## src/rtl/pixel_stream_unpacker.sv

```systemverilog
// pixel_stream_unpacker: unpacks 4-pixels-per-3-words RGB AXI-Stream into
// one pixel per cycle with x/y, framing checks. Option: PIXEL_CHECKSUM_EN.
module pixel_stream_unpacker #(
  parameter int X_SIZE = 640,
  parameter int Y_SIZE = 480
) (
  input  logic        aclk,
  input  logic        areset,
  input  logic [31:0] in_stream_tdata,
  input  logic [3:0]  in_stream_tkeep,
  input  logic        in_stream_tlast,
  input  logic        in_stream_tuser,
  input  logic        in_stream_tvalid,
  output logic        in_stream_tready,
  output logic        pix_valid,
  input  logic        pix_ready,
  output logic [7:0]  pix_r,
  output logic [7:0]  pix_g,
  output logic [7:0]  pix_b,
  output logic [9:0]  pix_x,
  output logic [8:0]  pix_y,
  output logic        pix_sof,
  output logic        pix_eol,
  output logic [15:0] frame_count,
  output logic [15:0] line_err_count,
  output logic [15:0] sof_err_count
`ifdef PIXEL_CHECKSUM_EN
  ,
  output logic [31:0] frame_checksum
`endif
);

  localparam logic [9:0] XL = 10'(X_SIZE - 1);
  localparam logic [8:0] YL = 9'(Y_SIZE - 1);

  // Coordinate following (x,y) in raster order, packed as {y,x}.
  function automatic logic [18:0] adv(input logic [9:0] x,
                                      input logic [8:0] y);
    if (x == XL) return {(y == YL) ? 9'd0 : y + 9'd1, 10'd0};
    return {y, x + 10'd1};
  endfunction

  logic        unused_tkeep;
  assign unused_tkeep = ^in_stream_tkeep;

  logic        free;
  logic        accept;
  logic        pop;
  logic        realign;
  logic [1:0]  phase_q;
  logic [1:0]  phase_d;
  logic [1:0]  ph;
  logic [15:0] carry_q;
  logic [15:0] carry_d;
  logic        pend_q;
  logic        pend_d;
  logic [23:0] pend_pix_q;
  logic [23:0] pend_pix_d;
  logic [9:0]  pend_x_q;
  logic [9:0]  pend_x_d;
  logic [8:0]  pend_y_q;
  logic [8:0]  pend_y_d;
  logic [9:0]  nx_q;
  logic [9:0]  nx_d;
  logic [8:0]  ny_q;
  logic [8:0]  ny_d;
  logic        vld_q;
  logic        vld_d;
  logic [23:0] pix_q;
  logic [23:0] pix_d;
  logic [9:0]  px_q;
  logic [9:0]  px_d;
  logic [8:0]  py_q;
  logic [8:0]  py_d;
  logic        sof_q;
  logic        sof_d;
  logic        eol_q;
  logic        eol_d;
  logic [15:0] fcnt_q;
  logic [15:0] fcnt_d;
  logic [15:0] lerr_q;
  logic [15:0] lerr_d;
  logic [15:0] serr_q;
  logic [15:0] serr_d;
  logic        ld;
  logic [23:0] ld_pix;
  logic [9:0]  ld_x;
  logic [8:0]  ld_y;
  logic [9:0]  cx;
  logic [8:0]  cy;
  logic [18:0] n1;
  logic [18:0] n2;
  logic        last_exp;
  logic        lerr_inc;
  logic        serr_inc;
  logic        last_px;

  // Handshake outputs: only registered state and pix_ready feed tready.
  always_comb begin
    free             = !vld_q || pix_ready;
    in_stream_tready = free && !pend_q && !areset;
  end

  assign accept = in_stream_tvalid && in_stream_tready;
  assign pop    = free && pend_q;

  // Word phase next state; tuser forces phase 0, a bad tlast realigns.
  always_comb begin
    phase_d = phase_q;
    if (accept) begin
      if (realign || ph == 2'd2) phase_d = 2'd0;
      else                       phase_d = ph + 2'd1;
    end
  end

  // Word phase register.
  always_ff @(posedge aclk) begin
    if (areset) phase_q <= 2'd0;
    else        phase_q <= phase_d;
  end

  // Unpack, coordinate tracking, framing checks and output register load.
  always_comb begin
    ph       = in_stream_tuser ? 2'd0 : phase_q;
    cx       = in_stream_tuser ? 10'd0 : nx_q;
    cy       = in_stream_tuser ? 9'd0 : ny_q;
    n1       = adv(cx, cy);
    n2       = adv(n1[9:0], n1[18:10]);
    last_exp = (ph == 2'd2) && (n1[9:0] == XL);
    realign  = in_stream_tlast && !last_exp;

    carry_d    = carry_q;
    pend_d     = pend_q;
    pend_pix_d = pend_pix_q;
    pend_x_d   = pend_x_q;
    pend_y_d   = pend_y_q;
    nx_d       = nx_q;
    ny_d       = ny_q;
    ld         = 1'b0;
    ld_pix     = 24'd0;
    ld_x       = 10'd0;
    ld_y       = 9'd0;
    lerr_inc   = 1'b0;
    serr_inc   = 1'b0;

    if (pop) begin
      ld     = 1'b1;
      ld_pix = pend_pix_q;
      ld_x   = pend_x_q;
      ld_y   = pend_y_q;
      pend_d = 1'b0;
    end else if (accept) begin
      // pend is always empty here, so an SOF never has a D pixel to drop.
      ld           = 1'b1;
      ld_x         = cx;
      ld_y         = cy;
      {ny_d, nx_d} = n1;
      serr_inc     = in_stream_tuser
                   ? (phase_q != 2'd0 || nx_q != 10'd0 || ny_q != 9'd0)
                   : (nx_q == 10'd0 && ny_q == 9'd0);
      unique case (1'b1)
        (ph == 2'd0): begin
          ld_pix  = in_stream_tdata[23:0];
          carry_d = {8'd0, in_stream_tdata[31:24]};
        end
        (ph == 2'd1): begin
          ld_pix  = {in_stream_tdata[15:0], carry_q[7:0]};
          carry_d = in_stream_tdata[31:16];
        end
        default: begin
          ld_pix       = {in_stream_tdata[7:0], carry_q};
          pend_d       = 1'b1;
          pend_pix_d   = in_stream_tdata[31:8];
          pend_x_d     = n1[9:0];
          pend_y_d     = n1[18:10];
          {ny_d, nx_d} = n2;
        end
      endcase
      lerr_inc = in_stream_tlast != last_exp;
      if (realign) begin
        nx_d = 10'd0;
        ny_d = (cy == YL) ? 9'd0 : cy + 9'd1;
      end
    end

    last_px = (ld_x == XL) && (ld_y == YL);
    vld_d   = vld_q && !pix_ready;
    pix_d   = pix_q;
    px_d    = px_q;
    py_d    = py_q;
    sof_d   = sof_q;
    eol_d   = eol_q;
    if (ld) begin
      vld_d = 1'b1;
      pix_d = ld_pix;
      px_d  = ld_x;
      py_d  = ld_y;
      sof_d = (ld_x == 10'd0) && (ld_y == 9'd0);
      eol_d = ld_x == XL;
    end

    fcnt_d = fcnt_q + {15'd0, ld && last_px};
    lerr_d = lerr_q + {15'd0, lerr_inc && lerr_q != 16'hFFFF};
    serr_d = serr_q + {15'd0, serr_inc && serr_q != 16'hFFFF};
  end

  // Datapath, output register and counter state.
  always_ff @(posedge aclk) begin
    if (areset) begin
      carry_q    <= 16'd0;
      pend_q     <= 1'b0;
      pend_pix_q <= 24'd0;
      pend_x_q   <= 10'd0;
      pend_y_q   <= 9'd0;
      nx_q       <= 10'd0;
      ny_q       <= 9'd0;
      vld_q      <= 1'b0;
      pix_q      <= 24'd0;
      px_q       <= 10'd0;
      py_q       <= 9'd0;
      sof_q      <= 1'b0;
      eol_q      <= 1'b0;
      fcnt_q     <= 16'd0;
      lerr_q     <= 16'd0;
      serr_q     <= 16'd0;
    end else begin
      carry_q    <= carry_d;
      pend_q     <= pend_d;
      pend_pix_q <= pend_pix_d;
      pend_x_q   <= pend_x_d;
      pend_y_q   <= pend_y_d;
      nx_q       <= nx_d;
      ny_q       <= ny_d;
      vld_q      <= vld_d;
      pix_q      <= pix_d;
      px_q       <= px_d;
      py_q       <= py_d;
      sof_q      <= sof_d;
      eol_q      <= eol_d;
      fcnt_q     <= fcnt_d;
      lerr_q     <= lerr_d;
      serr_q     <= serr_d;
    end
  end

`ifdef PIXEL_CHECKSUM_EN
  logic [31:0] acc_q;
  logic [31:0] acc_d;
  logic [31:0] acc_base;
  logic [31:0] csum_q;
  logic [31:0] csum_d;

  // Frame sum: restarts on SOF, latched and cleared on the last pixel.
  always_comb begin
    acc_base = (accept && in_stream_tuser) ? 32'd0 : acc_q;
    acc_d    = acc_q;
    csum_d   = csum_q;
    if (ld) begin
      if (last_px) begin
        csum_d = acc_base + {8'd0, ld_pix};
        acc_d  = 32'd0;
      end else begin
        acc_d  = acc_base + {8'd0, ld_pix};
      end
    end
  end

  // Checksum state.
  always_ff @(posedge aclk) begin
    if (areset) begin
      acc_q  <= 32'd0;
      csum_q <= 32'd0;
    end else begin
      acc_q  <= acc_d;
      csum_q <= csum_d;
    end
  end

  assign frame_checksum = csum_q;
`endif

  assign pix_valid      = vld_q;
  assign pix_r          = pix_q[23:16];
  assign pix_g          = pix_q[15:8];
  assign pix_b          = pix_q[7:0];
  assign pix_x          = px_q;
  assign pix_y          = py_q;
  assign pix_sof        = sof_q;
  assign pix_eol        = eol_q;
  assign frame_count    = fcnt_q;
  assign line_err_count = lerr_q;
  assign sof_err_count  = serr_q;

endmodule

```

## config.mk

```make
export PLATFORM = sky130hd
export DESIGN_NAME = pixel_stream_unpacker
export DESIGN_NICKNAME = d
export VERILOG_FILES = /design/src/rtl/pixel_stream_unpacker.sv
export SDC_FILE = /design/constraint.sdc
export NUM_CORES = 1
export LEC_CHECK = 0
export CAP_MARGIN = 30
export CORE_UTILIZATION = 30
export CTS_CLUSTER_SIZE = 10
export DETAILED_ROUTE_END_ITERATION = 12
export GPL_ROUTABILITY_DRIVEN = 0
export PLACE_DENSITY = 0.59
export SETUP_SLACK_MARGIN = 0.02
export SKIP_LAST_GASP = 1
export SLEW_MARGIN = 20
export SYNTH_ARGS = -nofsm -noshare
export SYNTH_HDL_FRONTEND = slang
export SYNTH_SLANG_ARGS = --single-unit
```

## constraint.sdc

```tcl
create_clock -name aclk -period 5.8 [get_ports aclk]
set_input_delay 0.87 -clock aclk [delete_from_list [all_inputs] [get_ports aclk]]
set_output_delay 0.87 -clock aclk [all_outputs]
set_load 0.03 [all_outputs]
```

Yosys cells after proc, flatten, opt, wreduce, memory -nomap -nowiden
Index checks and enable logic that the tools add are counted.
Cells by class
  add/subtract/negate cells: 8
  equal/unequal tests: 11
  muxes and demuxes: 32
  bitwise operators: 2
  reduce and logical (&&, ||, !) cells: 37
Operator list (number)
  2-to-1 mux 19 bit: 4
  2-to-1 mux 9 bit: 7
  2-to-1 mux 10 bit: 5
  adder 16 x 1 -> 16 bit: 3
  2-to-1 mux 24 bit: 2
  case mux 24 bit (2 select lines): 1
  != test 16 bit (second input constant): 2
  case mux 16 bit (2 select lines): 1
  == test 10 bit (second input constant): 3
  == test 9 bit (second input constant): 3
  adder 10 x 1 -> 10 bit (second input constant): 2
  logical NOT 10 bit: 2
  adder 9 x 1 -> 9 bit (second input constant): 2
  logical NOT 9 bit: 2
  logical AND 1 bit: 13
  2-to-1 mux 1 bit: 10
  nonzero test 10 bit: 1
  nonzero test 9 bit: 1
  AND reduction 3 bit: 2
  logical NOT 1 bit: 5
  logical OR 1 bit: 4
  2-to-1 mux 2 bit: 2
  AND reduction 2 bit: 2
  nonzero test 2 bit: 2
  7 further kinds: 9
Word-level totals
  register bits after elaboration: 175
  input bits: 42
  logic and storage cells: 107

Depth between registers and ports, before layout
  word-level depth: 12
  depth in mapped cells: 21
  mapped depth without buffers: 17

Least setup slack after synthesis
OpenSTA, ideal clock, no wires.
  path kind: input port to flip-flop
  start point: input in_stream_tuser
  end point: register lerr_q[10], in the netlist line_err_count[10]
  data arrival time: 4.830 ns
  slack: 0.842 ns
  stages: 21
  buffers on the path: 5
  path through: buf_2 > buf_2 > buf_2 > clkbuf_1 > nor2b_1 > ha_1 > buf_2 > nand3_1 > mux2_2 > o31a_1 > o21ai_0 > or4_1 > ha_1 > a311oi_1 > ha_1 > ha_1 > nand2_1 > nor2_1 > nand3_1 > xor2_1 > nor2_1
Between the ends
  word-level cells in the longest chain between the ends: 11
  elaborated cells between the ends (all ways): 14
  classes of those cells: add/sub: 2; eq/ne: 4; mux: 6; reduce/logical: 2
Ends and longest elaborated chain
  start, declared: RTL line 12  | input logic in_stream_tuser,
  parallel branches: the longest is 5 deep, another holds adder 10 x 1 -> 10 bit
  logical AND 1 bit (*): RTL line 129  | last_exp = (ph == 2'd2) && (n1[9:0] == XL);
  != test 1 bit (*): RTL line 179  | lerr_inc = in_stream_tlast != last_exp;
  2-to-1 mux 1 bit (*): RTL line 152  | end else if (accept) begin
  2-to-1 mux 1 bit (*): RTL line 146  | if (pop) begin
  logical AND 1 bit (*): RTL line 203  | lerr_d = lerr_q + {15'd0, lerr_inc && lerr_q != 16'hFFFF};
  adder 16 x 1 -> 16 bit (*): RTL line 203
  end signal, assigned: RTL line 241  | lerr_q <= lerr_d;
  end, declared: RTL line 81  | logic [15:0] lerr_q;
Mark *: on every way between the ends.
A chain may end at the register's enable or synchronous reset.

Final worst setup path
Ends and elaborated chain as after synthesis.

==> run_results.csv <==
group,metric,value,unit
route,drt-vias-per-instance,5.37,
placed_design,dp_slack,0.481,ns
power_and_ir_drop,powerDensity,244,nW/µm²
clock_network,root_buffer,"clkbuf_16",
grt,grt_overflow,0,
worst_hold_path,hp-class,"flop to flop",
synthesis,synthFlopType,"dfxtp_1",
route,drc,0,
grt,grt.total_usage,17.8,%
synthesis,syn_area,8740,µm²
critical_path,cp_max_fo,8,
synthesis,synth_nets,1145,
synthesis,synthArstFlopShare,0,%
critical_path,critPathArrivalTime,5.18,ns
sta,setup_viol,0,
grt,grt_pass1_wl,43300,µm
critical_path,startpoint_type,"primary input",
placed_design,io_buffers,132,
sta,worst_slew_pin_slew,0.958,ns
synthesis,yosys_register_bits,175,
floorplanning,row_count,62,
cells_and_area,num-nets-final,1232,
sta,rsz0062_at_grt,"no",
synthesis,synth-seq-area-share,40.1,%
floorplanning,start_util,30.5,%
sta,setup_slack,0.919,ns
route,drtAntennaViolNets,0,
sta,maxSlewHeadroom,36.1,%
cells_and_area,drive_gt1_share,6.64,%
placed_design,dp.cells,1541,
synthesis,avgSynthCellArea,8.03,µm²
sta,period_share,84.2,%
floorplanning,ios,137,
sta,fin_tns_setup,0,ns
synthesis,synth.distinct_cells,77,
critical_path,end_kind,"flop",
sta,fin_crit,4.88,ns
flow_run,max_cap_violations,0,
cells_and_area,num_antenna_cells,0,
sta,finClkSkew,0.0185,ns
route,vias,8452,
clock_network,cts_buffers,17,
cells_and_area,seq_area,3500,µm²
power_and_ir_drop,vdd_drop_max,0.000177,V
floorplanning,die_h,173,µm
grt,grt_start_max_net_pins,169,
synthesis,syn_inst,1089,
sta,fmax,0.205,GHz
cells_and_area,multiInputGateArea,4860,µm²
cells_and_area,syn_to_final_growth,26.1,%
cells_and_area,fillers,2977,
route,drt-total-wl,26900,µm
route,wire_per_inst,17.1,µm
synthesis,synth_area_leaders,"dfxtp_1 (40%), nor2_1 (6.1%), a21oi_1 (5.6%)",
route,drt_pass1_iterations,7,
clock_network,cts.sinks,175,
synthesis,synth_top_cell_by_area,"dfxtp_1",
floorplanning,coreArea,28700,µm²
route,drt_iter0_markers,746,
critical_path,cp.required,6.10,ns
grt,first_global_vias,7996,
clock_network,cts-resized-gates,0,
outcome,status,"complete, no violations",
cells_and_area,final_cells,1573,
floorplanning,fp.dieW,173,µm
synthesis,synth_top_area_share,40.1,%
cells_and_area,post-route-util,38.4,%
clock_network,tritoncts,"done",
power_and_ir_drop,p_leak,0.00369,µW
critical_path,worstSetupPathType,"primary input to flop",
clock_network,postCtsHoldBufs,0,
placed_design,dp_hpwl,17900,µm
clock_network,clk_path_buf_depth,2,
sta,final_max_slew_viol_count,0,
clock_network,cts_setup_buffers,0,
synthesis,yosysWarningCount,0,
clock_network,htree_levels,4,
grt,antenna_found_initial,0,
sta,finalHoldViolCount,0,
clock_network,clkLatencyLatePin,0.44,ns
clock_network,path_clk_slew,0.08,ns
synthesis,synth_enable_flop_cells,0,
floorplanning,die_area,29800,µm²
-- Yosys cell counts, drive strengths merged, types with 3 or more instances --
library cell and count:
nand2b 12, o41ai 3, nor4 11, a211oi 18, a31oi 10, a21oi 100, xnor2 17, a221oi 40
a22oi 17, and2 3, o22ai 3, or3 14, or4 6, nand4 22, nand4b 4, a222oi 6
nor3 33, dfxtp 175, xor2 35, o21ai 33, nand3 52, nor2b 18, o21bai 4, buf 27
nor2 141, clkbuf 56, nand2 129, and4 9, mux2i 11, nor3b 3, inv 13, ha 14
a22o 5, and3 11
-- cell usage in the layout (no fill, tap or decap), types with 11 or more instances in the layout --
cell type / instances
xor2_1: 35
clkbuf_16: 17
ha_1: 14
buf_4: 19
a211oi_1: 17
a22oi_1: 17
nor2b_1: 18
and3_1: 11
a21oi_1: 97
nand4_1: 21
inv_1: 13
clkdlybuf4s50_1: 131
nand3_1: 51
nor2_1: 137
nor3_1: 33
nand2b_1: 12
or3_1: 14
dfxtp_1: 175
nor4_1: 11
nand2_1: 129
xnor2_1: 17
mux2i_1: 11
o21ai_0: 29
a221oi_1: 40
-- metal layers --
metal	global-route usage, %	vias to the layer above	wire, µm
met5	0	-	0
met4	5.60	0	563
met3	3.80	44	1480
met2	28.6	281	12300
met1	23.7	4025	12600
li1	-	4102	-
-- sequential cells by signal, indices dropped and copies added, names as in the netlist --
name,flops
pend_pix_q,24
nx_q,10
pix_y,9
ny_q,9
carry_q,16
pend_q,1
line_err_count,16
phase_q,2
pix_sof,1
frame_count,16
sof_err_count,16
pix_x,10
pend_x_q,10
pend_y_q,9
pix_eol,1
pix_valid,1
pix_q,24
-- worst paths after layout --
kind | from | endpoint | slack (ns) | cells past startpoint
hold / removal | pix_y[3]$_SDFFE_PP0P_ | pix_y[3]$_SDFFE_PP0P_ | 0.46 | 2
setup / recovery | in_stream_tuser | line_err_count[10]$_SDFF_PP0_ | 0.92 | 18
hold reg to reg | pix_y[3]$_SDFFE_PP0P_ | pix_y[3]$_SDFFE_PP0P_ | 0.46 | 2
setup reg to reg | nx_q[0]$_SDFFE_PP0P_ | line_err_count[10]$_SDFF_PP0_ | 1.39 | 17
-- worst max-delay path, stage by stage --
cell and delay [ns]:
clkdlybuf4s50_1 0.54, nor2b_1 0.21, ha_1 0.35, nand3_1 0.12, mux2_2 0.32, o31a_1 0.25, o21ai_0 0.12, buf_4 0.17
or4_1 0.52, ha_1 0.32, a311oi_1 0.24, ha_1 0.25, ha_1 0.23, nand2_1 0.16, nor2_1 0.21, nand3_1 0.12
xor2_1 0.14, nor2_1 0.05
-- cell families (layout without fill, tap and decap cells) --
kind of cell | after synthesis | in the layout | synth area share (%)
buffers and inverters | 97 | 197 | 4.55
flip-flops | 175 | 175 | 40.1
adder cells (fa/ha/maj) | 14 | 14 | 2.00
AO/OA/AOI/OAI | 260 | 260 | 20.2
XOR/XNOR | 52 | 52 | 5.21
multiplexers | 13 | 13 | 1.52
AND/OR/NAND/NOR | 478 | 478 | 26.5
-- power by group --
group / internal [µW] / total, µW / switching [µW]
Sequential: 1220 / 1230 / 13.9
Clock: 635 / 1250 / 611
Combinational: 80.4 / 208 / 127
Total: 1930 / 2680 / 752
-- cell type report --
cell class | count | share of cell area, %
Tap cell | 384 | 4.36
Multi-Input combinational cell | 817 | 44.2
Clock inverter | 15 | 1.98
Timing Repair Buffer | 151 | 13.4
Inverter | 14 | 0.477
Clock buffer | 17 | 3.86
Sequential cell | 175 | 31.8
-- stage by stage --
step           cell area, µm²  total power [µW]  hold WS (ns)
6_report                11000              2680         0.455
5_1_grt                 11000              2780         0.475
4_1_cts                 11000              2720         0.457
3_5_place_dp            10400              1470         0.445
3_3_place_gp            10400              1470         0.439
2_1_floorplan            8740              1370         0.432
(Power assumes the default switching activity.)
